===== config.mk =====
export PLATFORM = sky130hd
export DESIGN_NAME = fifo_uart_tx
export DESIGN_NICKNAME = d
export VERILOG_FILES = /design/src/rtl/fifo_uart_tx.sv
export SDC_FILE = /design/constraint.sdc
export NUM_CORES = 1
export LEC_CHECK = 0
export CORE_MARGIN = 2
export CORE_UTILIZATION = 45
export DETAILED_ROUTE_END_ITERATION = 8
export PLACE_DENSITY = 0.68
export SYNTH_ARGS = -nofsm -noshare
export SYNTH_HDL_FRONTEND = slang
export SYNTH_SLANG_ARGS = --single-unit

===== constraint.sdc =====
create_clock -name clk -period 3.3 [get_ports clk]
set_input_delay 0.33 -clock clk [delete_from_list [all_inputs] [get_ports clk]]
set_output_delay 0.33 -clock clk [all_outputs]
set_load 0.05 [all_outputs]

===== src/rtl/fifo_uart_tx.sv =====
// rtl/fifo_uart_tx.sv - drains a 1-cycle-latency byte FIFO onto an 8-bit UART line (start, 8 data LSB first, optional even parity, stop)
module fifo_uart_tx #(
    parameter int CLKS_PER_BIT = 16,
    parameter bit PARITY_EN    = 1'b0
) (
    input  logic       clk,
    input  logic       rst,
    input  logic       enable,
    input  logic       fifo_empty,
    input  logic [7:0] fifo_data,
    output logic       fifo_rd,
    output logic       tx,
    output logic       busy,
    output logic       frame_done
);

    localparam int CNT_W = $clog2(CLKS_PER_BIT);
    localparam logic [CNT_W-1:0] BAUD_LAST = CNT_W'(CLKS_PER_BIT - 1);

    localparam logic [2:0] S_IDLE   = 3'd0;
    localparam logic [2:0] S_WAIT   = 3'd1;
    localparam logic [2:0] S_START  = 3'd2;
    localparam logic [2:0] S_DATA   = 3'd3;
    localparam logic [2:0] S_PARITY = 3'd4;
    localparam logic [2:0] S_STOP   = 3'd5;

    logic [2:0]       state_q, state_d;
    logic [CNT_W-1:0] baud_q, baud_d;
    logic [2:0]       bit_q, bit_d;
    logic [7:0]       shift_q, shift_d;
    logic             parity_q, parity_d;
    logic             tx_q, tx_d;
    logic             bit_end;

    assign bit_end = (baud_q == BAUD_LAST);

    always_comb begin
        state_d  = state_q;
        baud_d   = baud_q;
        bit_d    = bit_q;
        shift_d  = shift_q;
        parity_d = parity_q;
        case (state_q)
            S_IDLE: begin
                if (enable && !fifo_empty) state_d = S_WAIT;
            end
            S_WAIT: begin
                // FIFO data becomes valid the cycle after the pop strobe
                shift_d  = fifo_data;
                parity_d = ^fifo_data;
                baud_d   = '0;
                state_d  = S_START;
            end
            S_START: begin
                if (bit_end) begin
                    baud_d  = '0;
                    bit_d   = 3'd0;
                    state_d = S_DATA;
                end else begin
                    baud_d = baud_q + CNT_W'(1);
                end
            end
            S_DATA: begin
                if (bit_end) begin
                    baud_d  = '0;
                    shift_d = {1'b0, shift_q[7:1]};
                    bit_d   = bit_q + 3'd1;
                    if (bit_q == 3'd7) state_d = PARITY_EN ? S_PARITY : S_STOP;
                end else begin
                    baud_d = baud_q + CNT_W'(1);
                end
            end
            S_PARITY, S_STOP: begin
                if (bit_end) begin
                    baud_d  = '0;
                    state_d = (state_q == S_PARITY) ? S_STOP : S_IDLE;
                end else begin
                    baud_d = baud_q + CNT_W'(1);
                end
            end
            default: state_d = S_IDLE;
        endcase
    end

    // Line level follows the state being entered so tx changes on the bit's first edge
    always_comb begin
        tx_d = 1'b1;
        case (state_d)
            S_START:  tx_d = 1'b0;
            S_DATA:   tx_d = shift_d[0];
            S_PARITY: tx_d = parity_d;
            default:  tx_d = 1'b1;
        endcase
    end

    always_ff @(posedge clk) begin
        if (rst) begin
            state_q  <= S_IDLE;
            baud_q   <= '0;
            bit_q    <= 3'd0;
            shift_q  <= 8'd0;
            parity_q <= 1'b0;
            tx_q     <= 1'b1;
        end else begin
            state_q  <= state_d;
            baud_q   <= baud_d;
            bit_q    <= bit_d;
            shift_q  <= shift_d;
            parity_q <= parity_d;
            tx_q     <= tx_d;
        end
    end

    assign fifo_rd    = !rst && (state_q == S_IDLE) && enable && !fifo_empty;
    assign tx         = tx_q;
    assign busy       = (state_q != S_IDLE);
    assign frame_done = (state_q == S_STOP) && bit_end;

endmodule


==> summary.md <==
| Metric | Value |
|---|---|
| Slew @ Worst Pin | `634 ps` |
| Crit-path max cell delay | `approximately 870 ps` |
| Port bufs | `15` |
| Place WS | `between 900 and 1000 ps` |
| Max clock buf depth | `2` |
| DRC viols | `0` |
| Global-route wire length before repair | `between 3000 and 4000 um` |
| TritonCTS Sinks | `20` |
| Final min period | `roughly 2700 ps` |
| P per Cell Area | `between 300 and 400 nW/um^2` |
| EDFF count, synth | `0` |
| Hold Path Origin | `shift_q[3]` |
| CTS resizes | `0` |
| TritonCTS clock tree | `done` |
| Worst Setup SP | `state_q[2]` |
| Hold-fix buffers at CTS | `0` |
| CP Launch Type | `register` |
| Core Footprint | `roughly 2200 sq um` |
| Antenna-violating nets left | `0` |
| Routed vias/inst | `roughly 5.7` |
| Max_cap viols | `0` |
| Initial antenna violation count | `0` |
| Final HPWL DP | `about 1700 um` |
| Sequential cell area | `around 400 sq um` |
| Mean post-synth cell area | `around 8.3 sq um` |
| Worst EP required | `between 2000 and 3000 ps` |
| RSZ-0062 raised after global routing | `false` |
| Die X-Extent | `about 53 um` |
| Fill count | `216` |
| Largest net degree at the start of global routing | `21` |
| Post-route worst setup slack | `approximately 600 ps` |
| Placer Congestion | `0.765` |
| Max Fanout on Critical Path | `16` |
| Data arrival, critical path | `2360 ps` |
| Post-Syn Area | `1070 sq um` |
| Outcome | `finished, final reports clean` |
| Root buf cell | `clkbuf_4` |
| Worst reg2reg path endpoint | `tx` |
| Total number of vias | `between 900 and 1,000` |
| Clk slew on worst S/H paths | `~110 ps` |
| Yosys reg bits | `20` |
| Pwr Total | `between 0.0004 and 0.0005 W` |
| Mapped Cells | `between 100 and 150` |
| Sequential area share after synthesis | `approximately 37%` |
| Postcts setup bufs | `0` |
| IO Count | `16` |
| Worst hold slack | `approximately 460 ps` |
| CTS Buf Count | `3` |
| Final Hold Viols | `0` |
| Tcrit/Tclk final | `81.4%` |
| Total track usage | `slightly below 20%` |
| Worst Skew | `2.62 ps` |
| Leak | `around 0.45 nW` |
| Cell Rows | `17` |
| Vias in the first global route | `between 800 and 900` |
| Antenna diodes | `0` |
| Mean routed wirelength per cell | `13.8 um` |
| Endpoints failing setup | `0` |
| Critical path's slowest cell | `clkdlybuf4s50_1` |
| DRT Pass-1 Iters | `4` |
| Ys Warns | `0` |
| Mapped Nets | `146` |
| Share of layout cells above drive strength 1 | `3.55%` |
| Initial Utilization | `a little under half` |
| CTS H-tree lvls | `1` |
| Nets | `160` |
| Hold Path End | `shift_q[3]` |
| Maximum VDD drop | `0.258 mV` |
| R2R depth | `6` |
| Final WL | `about 2300 um` |
| Max Transition Viols Final | `0` |
| Setup TNS | `0 ps` |
| Die area | `between 2000 and 3000 sq um` |
| HP Class | `reg -> reg` |
| Drt initial violations | `15` |
| Overflow after GRT | `0` |
| Placed Instances | `166` |
| Max Clk Rate | `around 370 MHz` |
| Final non-filler cell total | `~170` |
| Asr flop ratio synth | `0%` |
| Die Height | `roughly 53 um` |
| Clk_lat worst skew | `~300 ps` |
| CP cell instances | `or3_1 -> nor4b_1 -> clkdlybuf4s50_1` |
| CP Capture Type | `output port` |
| RR Startpoint | `baud_q[0]` |
| Multi-input combinational cell area | `a little over 600 sq um` |
| Synth cell types | `35` |
| Ys flop type | `dfxtp_1` |
| Slew margin rel. | `a little under three fifths` |
| Flop-to-flop setup slack | `~1200 ps` |
| Synth-to-layout area growth | `16.7%` |
| Setup CP Type | `reg -> out` |
| Number of cells on the worst hold path | `2` |
## layer usage
layer	GRT usage, %	vias up	wire length (um)
met1	25.4	447	1100
met2	31.0	16	1130
met4	7.69	0	27
li1	-	491	-
met5	0	-	0
met3	4.00	4	70
## how the worst max path moves through the flow
| stage | endpoint | slack [ps] | depth (start not counted) |
|---|---|---|---|
| 6_report | fifo_rd | 610 | 3 |
| 5_1_grt | fifo_rd | 470 | 3 |
| 4_1_cts | fifo_rd | 630 | 3 |
| 3_5_place_dp | fifo_rd | 950 | 3 |
| 3_3_place_gp | fifo_rd | 1040 | 3 |
| 2_1_floorplan | fifo_rd | 130 | 3 |
## registers in the layout, summed over array words and instances, names as in the netlist
name	cells
bit_q	3
shift_q	8
baud_q	4
state_q	3
parity_q	1
tx	1
## cell usage after synthesis, drive strengths merged (2+ instances only)
| cell | number | area share (%) |
|---|---|---|
| xnor2 | 6 | 4.9 |
| inv | 3 | 1.1 |
| ha | 5 | 5.8 |
| o21ai | 5 | 2.3 |
| dfxtp | 20 | 37 |
| nor3b | 2 | 1.4 |
| nor3 | 5 | 2.3 |
| a32oi | 2 | 1.6 |
| nand3 | 6 | 2.8 |
| nand2 | 11 | 3.9 |
| clkbuf | 4 | 1.4 |
| or3 | 2 | 1.2 |
| nor4b | 2 | 1.6 |
| nand4 | 2 | 1.2 |
| a2bb2oi | 2 | 1.6 |
| a21oi | 12 | 5.6 |
| nor2 | 15 | 5.3 |
| and3 | 2 | 1.6 |
| nand2b | 2 | 1.2 |
| a22oi | 6 | 4.2 |
| buf | 3 | 2.0 |
## cells in the final DEF, fill, tap and decap left out, types with 3 or more instances in the layout
cell type,count
nor2_1,15
o21ai_0,5
xnor2_1,6
inv_1,3
nand2_1,11
clkdlybuf4s50_1,15
nand3_1,6
a21oi_1,12
dfxtp_1,20
clkbuf_4,3
a22oi_1,6
ha_1,5
nor3_1,5
## power by group
group,internal (W),total (W),switching (W)
sequential,0.000249,0.000256,0.00000687
clock,0.0000426,0.000116,0.0000738
combinational,0.0000400,0.0000820,0.0000421
## critical path: cells and delay by family (launching register included)
family / cells / cell delay [ps]
buffers and inverters: 1 / 870
and+or+nand+nor: 2 / 720
DFF: 1 / 470
## stage by stage
step	util [%]	cell area [sq um]
floorplan	-	1070
finish	55.9	1250
global route	55.9	1250
global placement	54.9	1230
detailed placement	54.9	1230
CTS	55.9	1250
## cell families after synthesis
group                    count (synthesis)  synth area share [%]
AND/OR/NAND/NOR                         53                  25.3
AO/OA/AOI/OAI                           33                  20.4
flip-flops                              20                  37.4
buffers and inverters                   10                  4.44
XOR/XNOR                                 7                  5.73
adder cells (fa/ha/maj)                  5                  5.85
multiplexers                             1                 0.936
## area by class of cell
class                      count  area share, %
tap                           28           2.81
clock buffer                   3           1.80
sequential                    20           32.1
timing repair buffer          16           12.6
multi-input combinational     99           49.8
inverter                       3          0.902
Power figures use the tool's default switching activity.
